File: config.mk
export PLATFORM = sky130hd
export DESIGN_NAME = acc_writeback_unit
export DESIGN_NICKNAME = d
export VERILOG_FILES = /design/src/rtl/acc_writeback_unit.sv
export SDC_FILE = /design/constraint.sdc
export NUM_CORES = 2
export LEC_CHECK = 0
export ABC_AREA = 1
export CAP_MARGIN = 20
export CORE_ASPECT_RATIO = 0.7
export CORE_UTILIZATION = 24
export CTS_BUF_LIST = sky130_fd_sc_hd__clkbuf_8
export CTS_CLUSTER_DIAMETER = 80
export DETAILED_ROUTE_END_ITERATION = 8
export PLACE_DENSITY = 0.45
export SLEW_MARGIN = 20
export SYNTH_ARGS = -nofsm -noshare
export SYNTH_HDL_FRONTEND = slang
export SYNTH_SLANG_ARGS = --single-unit
File: constraint.sdc
create_clock -name clk -period 14.2 [get_ports clk]
set_input_delay 2.84 -clock clk [delete_from_list [all_inputs] [get_ports clk]]
set_output_delay 2.84 -clock clk [all_outputs]
set_load 0.01 [all_outputs]
File: src/rtl/acc_writeback_unit.sv
// Snapshot, requantize and stream the PE accumulator array to memory as packed 2x16-bit words.
// Optional macro RELU_EN: clamp negative rounded results to zero before saturation.
//
// state   | meaning
// --------+---------------------------------------------------------------
// S_IDLE  | waiting for start; snapshot bank holds last captured array
// S_WRITE | presenting word k on the req/ack port, advancing on each ack
// S_DONE  | one-cycle done pulse, then back to idle
module acc_writeback_unit #(
  parameter int activation_width  = 16,
  parameter int accumulator_width = 40,
  parameter int array_x           = 4,
  parameter int array_y           = 4
) (
  input  logic                                           clk,
  input  logic                                           rstn,
  input  logic                                           start,
  input  logic [15:0]                                    out_base_addr,
  input  logic [4:0]                                     shift,
  input  logic [array_x*array_y*accumulator_width-1:0]   acc_flat,
  output logic                                           mem_write_req,
  output logic [31:0]                                    mem_write_addr,
  output logic [31:0]                                    mem_write_data,
  input  logic                                           mem_write_ack,
  output logic                                           busy,
  output logic                                           done
);

  localparam int n_elem = array_x * array_y;
  localparam int n_word = (n_elem + 1) / 2;
  localparam int kw     = (n_word > 1) ? $clog2(n_word) : 1;

  localparam logic signed [accumulator_width:0] sat_max =
    (accumulator_width+1)'((1 << (activation_width - 1)) - 1);
  localparam logic signed [accumulator_width:0] sat_min = ~sat_max;

  typedef enum logic [1:0] {S_IDLE, S_WRITE, S_DONE} state_t;

  state_t                               state;
  logic signed [accumulator_width-1:0]  snap [n_elem];
  logic [4:0]                           shift_q;
  logic [15:0]                          base_q;
  logic [kw-1:0]                        k;

  logic [kw-1:0] nk;
  logic [kw:0]   lo_idx;
  logic [kw:0]   hi_idx;
  logic [31:0]   next_word;

  function automatic logic [15:0] requant(input logic signed [accumulator_width-1:0] a,
                                          input logic [4:0] sh);
    logic signed [accumulator_width:0]  r;
    logic signed [accumulator_width:0]  bias;
    logic signed [activation_width-1:0] sat;
    r    = {a[accumulator_width-1], a};
    bias = '0;
    if (sh != 5'd0) begin
      bias = (accumulator_width+1)'(1) << (sh - 5'd1);
      r    = r + bias;
      r    = r >>> sh;
    end
`ifdef RELU_EN
    if (r < 0) r = '0;
`endif
    if (r > sat_max)      sat = sat_max[activation_width-1:0];
    else if (r < sat_min) sat = sat_min[activation_width-1:0];
    else                  sat = r[activation_width-1:0];
    return 16'(sat);
  endfunction

  // Word to load on the next register update: k on entry to WRITE, k+1 after an ack.
  always_comb begin
    nk        = mem_write_req ? k + kw'(1) : k;
    lo_idx    = {nk, 1'b0};
    hi_idx    = {nk, 1'b1};
    next_word = '0;
    if (int'(lo_idx) < n_elem) next_word[15:0]  = requant(snap[lo_idx], shift_q);
    if (int'(hi_idx) < n_elem) next_word[31:16] = requant(snap[hi_idx], shift_q);
  end

  always_ff @(posedge clk or negedge rstn) begin
    if (!rstn) begin
      state          <= S_IDLE;
      shift_q        <= '0;
      base_q         <= '0;
      k              <= '0;
      mem_write_req  <= 1'b0;
      mem_write_addr <= '0;
      mem_write_data <= '0;
      busy           <= 1'b0;
      done           <= 1'b0;
      for (int i = 0; i < n_elem; i++) snap[i] <= '0;
    end else begin
      case (state)
        S_IDLE: begin
          done <= 1'b0;
          if (start) begin
            for (int i = 0; i < n_elem; i++)
              snap[i] <= acc_flat[i*accumulator_width +: accumulator_width];
            base_q  <= out_base_addr;
            shift_q <= shift;
            k       <= '0;
            busy    <= 1'b1;
            state   <= S_WRITE;
          end
        end
        S_WRITE: begin
          // First cycle in WRITE only loads word 0 from the freshly captured snapshot.
          if (!mem_write_req) begin
            mem_write_req  <= 1'b1;
            mem_write_addr <= {16'h0000, base_q};
            mem_write_data <= next_word;
          end else if (mem_write_ack) begin
            if (k == kw'(n_word - 1)) begin
              mem_write_req <= 1'b0;
              busy          <= 1'b0;
              done          <= 1'b1;
              state         <= S_DONE;
            end else begin
              k              <= nk;
              mem_write_addr <= mem_write_addr + 32'd4;
              mem_write_data <= next_word;
            end
          end
        end
        S_DONE: begin
          done  <= 1'b0;
          state <= S_IDLE;
        end
        default: state <= S_IDLE;
      endcase
    end
  end

endmodule

==> run summary <==
The netlist uses 53 different library cells. The last weighted congestion value of the routability-driven placer is 0.990, and the number of gates resized after CTS is 0. Via count of the first global-routing pass: 44,800.

At the later pin of the worst-skew pair, clock insertion delay measures 0.89 ns. The logs give 327 mm for the global-route wire length before repair and 39.7% for the share of synthesized area occupied by flip-flops and latches. Averaged over all synthesized cells, the footprint is 7.51 sq um. For the deepest clock path buffer count, the log shows 4.

For this run, the top clock speed supported by timing is 113 MHz. The die covers 0.194 sq mm. The core footprint is 0.191 sq mm, and the total number of vias is 46,000. The top cell types in the final layout, fill and taps aside, are 1,749 x nand2_1, 1,033 x nand3_1, 730 x clkdlybuf4s50_1.

Setup violations remaining at the end of the flow were counted as 0. Setup repair after global routing left no endpoint under its margin. The worst setup path is of the flop to flop kind. Yosys printed 0 warnings. Die outline height: 369 um. In the synthesized netlist the async set-or-reset flop fraction comes to 100%. The width of the die is 526 um, and the pre-CTS worst setup slack is 5.89 ns. The headroom to the max-slew limit was 28.6%. The cell at the slowest stage of the critical path is buf_4. The number of clock buffers added by TritonCTS is 143. Global routing used 23.0% of the available tracks across all layers.

The tools report the final-report max-slew violation count as 0. Relative to the synthesized area, the layout overhead comes to 26.8%. The mean number of vias per cell is 4.91, and the detailed-placement wirelength estimate is 177 mm.

The cell count after synthesis came out at 6,150. Counting every net in the synthesized netlist gives 6,846. At the pin with the least slew margin, the transition time is 1.07 ns. STA puts the critical path data arrival time at 9.61 ns. The summed instance area of the synthesized netlist was 0.0462 sq mm.

The number of hold buffers added after CTS was 0. The number of antenna violations at the first check in global routing was 49; the number of flip-flops and latches in the synthesized netlist was 733. Across the routed clock network, the largest skew measured is 0.0613 ns. The number of buffers added on ports was 731.

TritonCTS built the clock tree. After clock tree synthesis, the clock-pin slew on the worst setup and hold paths is 0.06 ns. For this block, the routed nets add up to 228 mm of wire. The library cell used most frequently in the layout, excluding fill and tap cells, is nand2_1.

The worst endpoint required time was 14.93 ns; the worst-path maximum fanout was 105. Entering global routing, the biggest net connects 171 pins. The smallest setup slack after layout is 5.32 ns. The logs give 0 for the hold violation total from the final report and 0 for the post-route antenna net violation count. The share of final-layout standard cells stronger than drive strength 1 is 13.9%.

Once the floorplan was initialized, standard cells occupied 24.2% of the core. For this run, design rule violations remaining after detail routing come to 0. The share of the clock period used by the worst path was 62.5%; the post-CTS setup-driven buffer insertion count was 0. The root buffer cell chosen for the clock tree is clkbuf_8. For this run, the leading register cell type out of synthesis is dfrtp_1. For the violation count after the first detailed-routing iteration, the log shows 4,289. The flow ran to the end, and the final reports show no timing, DRC or antenna violations. The largest single stage delay on the critical path is 0.68 ns.

Max-cap violations in this run came to 0. Dividing the detail-routed wire length by the instance count gives 24.3 um. 732 I/O pins were placed.

The number of H-tree levels came out at 4. The first detailed-routing pass took 6 iterations. The worst setup path is captured at a flop. The setup TNS is 0 ns.

The run gives 134 as the cell row count. The critical path startpoint category was a flop. The leftover overflow at the end of global routing came out at 0. The number of enable-type register cells in the synthesized netlist works out to 0.

The tree built by TritonCTS fans out to 733 sinks. The worst hold-check path type is flop to flop. For this run, the post-layout net count is 7,450. Fill cells in the final layout number 20,700. Clock period minus worst slack: 8.88 ns.
## through the flow
stage | cell area, sq um | hold slack [ns] | utilization, % | cells
5_1_grt | 58600 | 0.497 | 30.7 | 9368
2_1_floorplan | 46200 | 0.461 | - | 6150
4_1_cts | 58500 | 0.481 | 30.7 | 9361
3_3_place_gp | 55800 | 0.457 | 29.2 | 9125
6_report | 58600 | 0.476 | 30.7 | 9377
3_5_place_dp | 55800 | 0.467 | 29.2 | 9125
## sequential cells by signal (all words and copies together), names as in the netlist
signal          cells
mem_write_addr     32
mem_write_data     32
base_q             16
busy                1
mem_write_req       1
done                1
snap              640
state               2
shift_q             5
k                   3
## layer usage
layer  wire length [um]  vias to the layer above  global-route usage, %  part of all wire (%)
li1                   -                    21600                      -                     -
met1             111000                    22300                   34.2                    49
met2              91200                     1798                   32.4                    40
met3              21200                      286                   7.04                   9.3
met4               3540                       76                   3.99                   1.6
met5                490                        -                      0                  0.22
## critical path, delay by kind of cell (launching register included)
| family | cells | cell delay (ns) |
|---|---|---|
| DFF | 1 | 0.38 |
| AOI/OAI and AO/OA | 3 | 0.91 |
| and+or+nand+nor | 23 | 4.76 |
| buffers and inverters | 5 | 1.77 |
| adders and majority gates | 1 | 0.47 |
## layout make-up
class	instances	area (sq um)	area share, %
diodes	16	40.0	0.0683
clock buffers	177	2440	4.16
clock inverters	59	322	0.549
inverters	518	1950	3.32
multi-input cells	4569	24400	41.7
flip-flops and latches	733	18300	31.3
well taps	2516	3150	5.37
repair buffers	789	7900	13.5
## final timing paths
kind | startpoint | to | slack (ns) | cells after the start
setup / recovery | mem_write_req | mem_write_data[17] | 5.32 | 32
hold / removal | mem_write_data[14] | mem_write_data[14] | 0.48 | 2
setup reg to reg | mem_write_req | mem_write_data[17] | 5.32 | 32
hold reg to reg | mem_write_data[14] | mem_write_data[14] | 0.48 | 2
max in group asynchronous | rstn | snap[457] | 10.01 | 3
min in group asynchronous | rstn | base_q[9] | 1.93 | 1
## synth_stat cells, types with 10 or more instances
library cell | number | area, sq um
a21oi_1 | 257 | 1290
a31oi_1 | 24 | 150
buf_1 | 61 | 229
buf_2 | 65 | 325
buf_4 | 25 | 188
buf_6 | 18 | 203
clkbuf_1 | 160 | 601
dfrtp_1 | 733 | 18300
ha_1 | 31 | 388
inv_1 | 423 | 1590
inv_2 | 90 | 338
mux2_2 | 525 | 5910
mux2i_1 | 11 | 110
nand2_1 | 1750 | 6570
nand2_2 | 32 | 200
nand3_1 | 1033 | 5170
nand4_1 | 36 | 225
nor2_1 | 430 | 1610
nor2_2 | 25 | 156
nor3_1 | 31 | 155
o211ai_1 | 29 | 218
o21ai_0 | 177 | 886
o21ai_1 | 30 | 150
o21ai_2 | 10 | 87.6
o21bai_1 | 14 | 105
o221ai_1 | 13 | 114
o22ai_1 | 17 | 106
xor2_1 | 27 | 236
## cells by family (layout without fill, tap and decap cells)
group                    count (synthesis)  count (layout)  share of synthesized area (%)
AO/OA/AOI/OAI                          602             602                           7.25
buffers and inverters                  848            1543                           7.56
XOR/XNOR                                34              34                          0.644
adder cells (fa/ha/maj)                 31              31                          0.839
AND/OR/NAND/NOR                       3366            3366                           31.0
multiplexers                           536             536                           13.0
flip-flops                             733             733                           39.7
other                                    0              16                              0
Power is left out: the tool's default activity adds up to more than one toggle a clock period on the data nets, which glitch-free logic cannot reach.
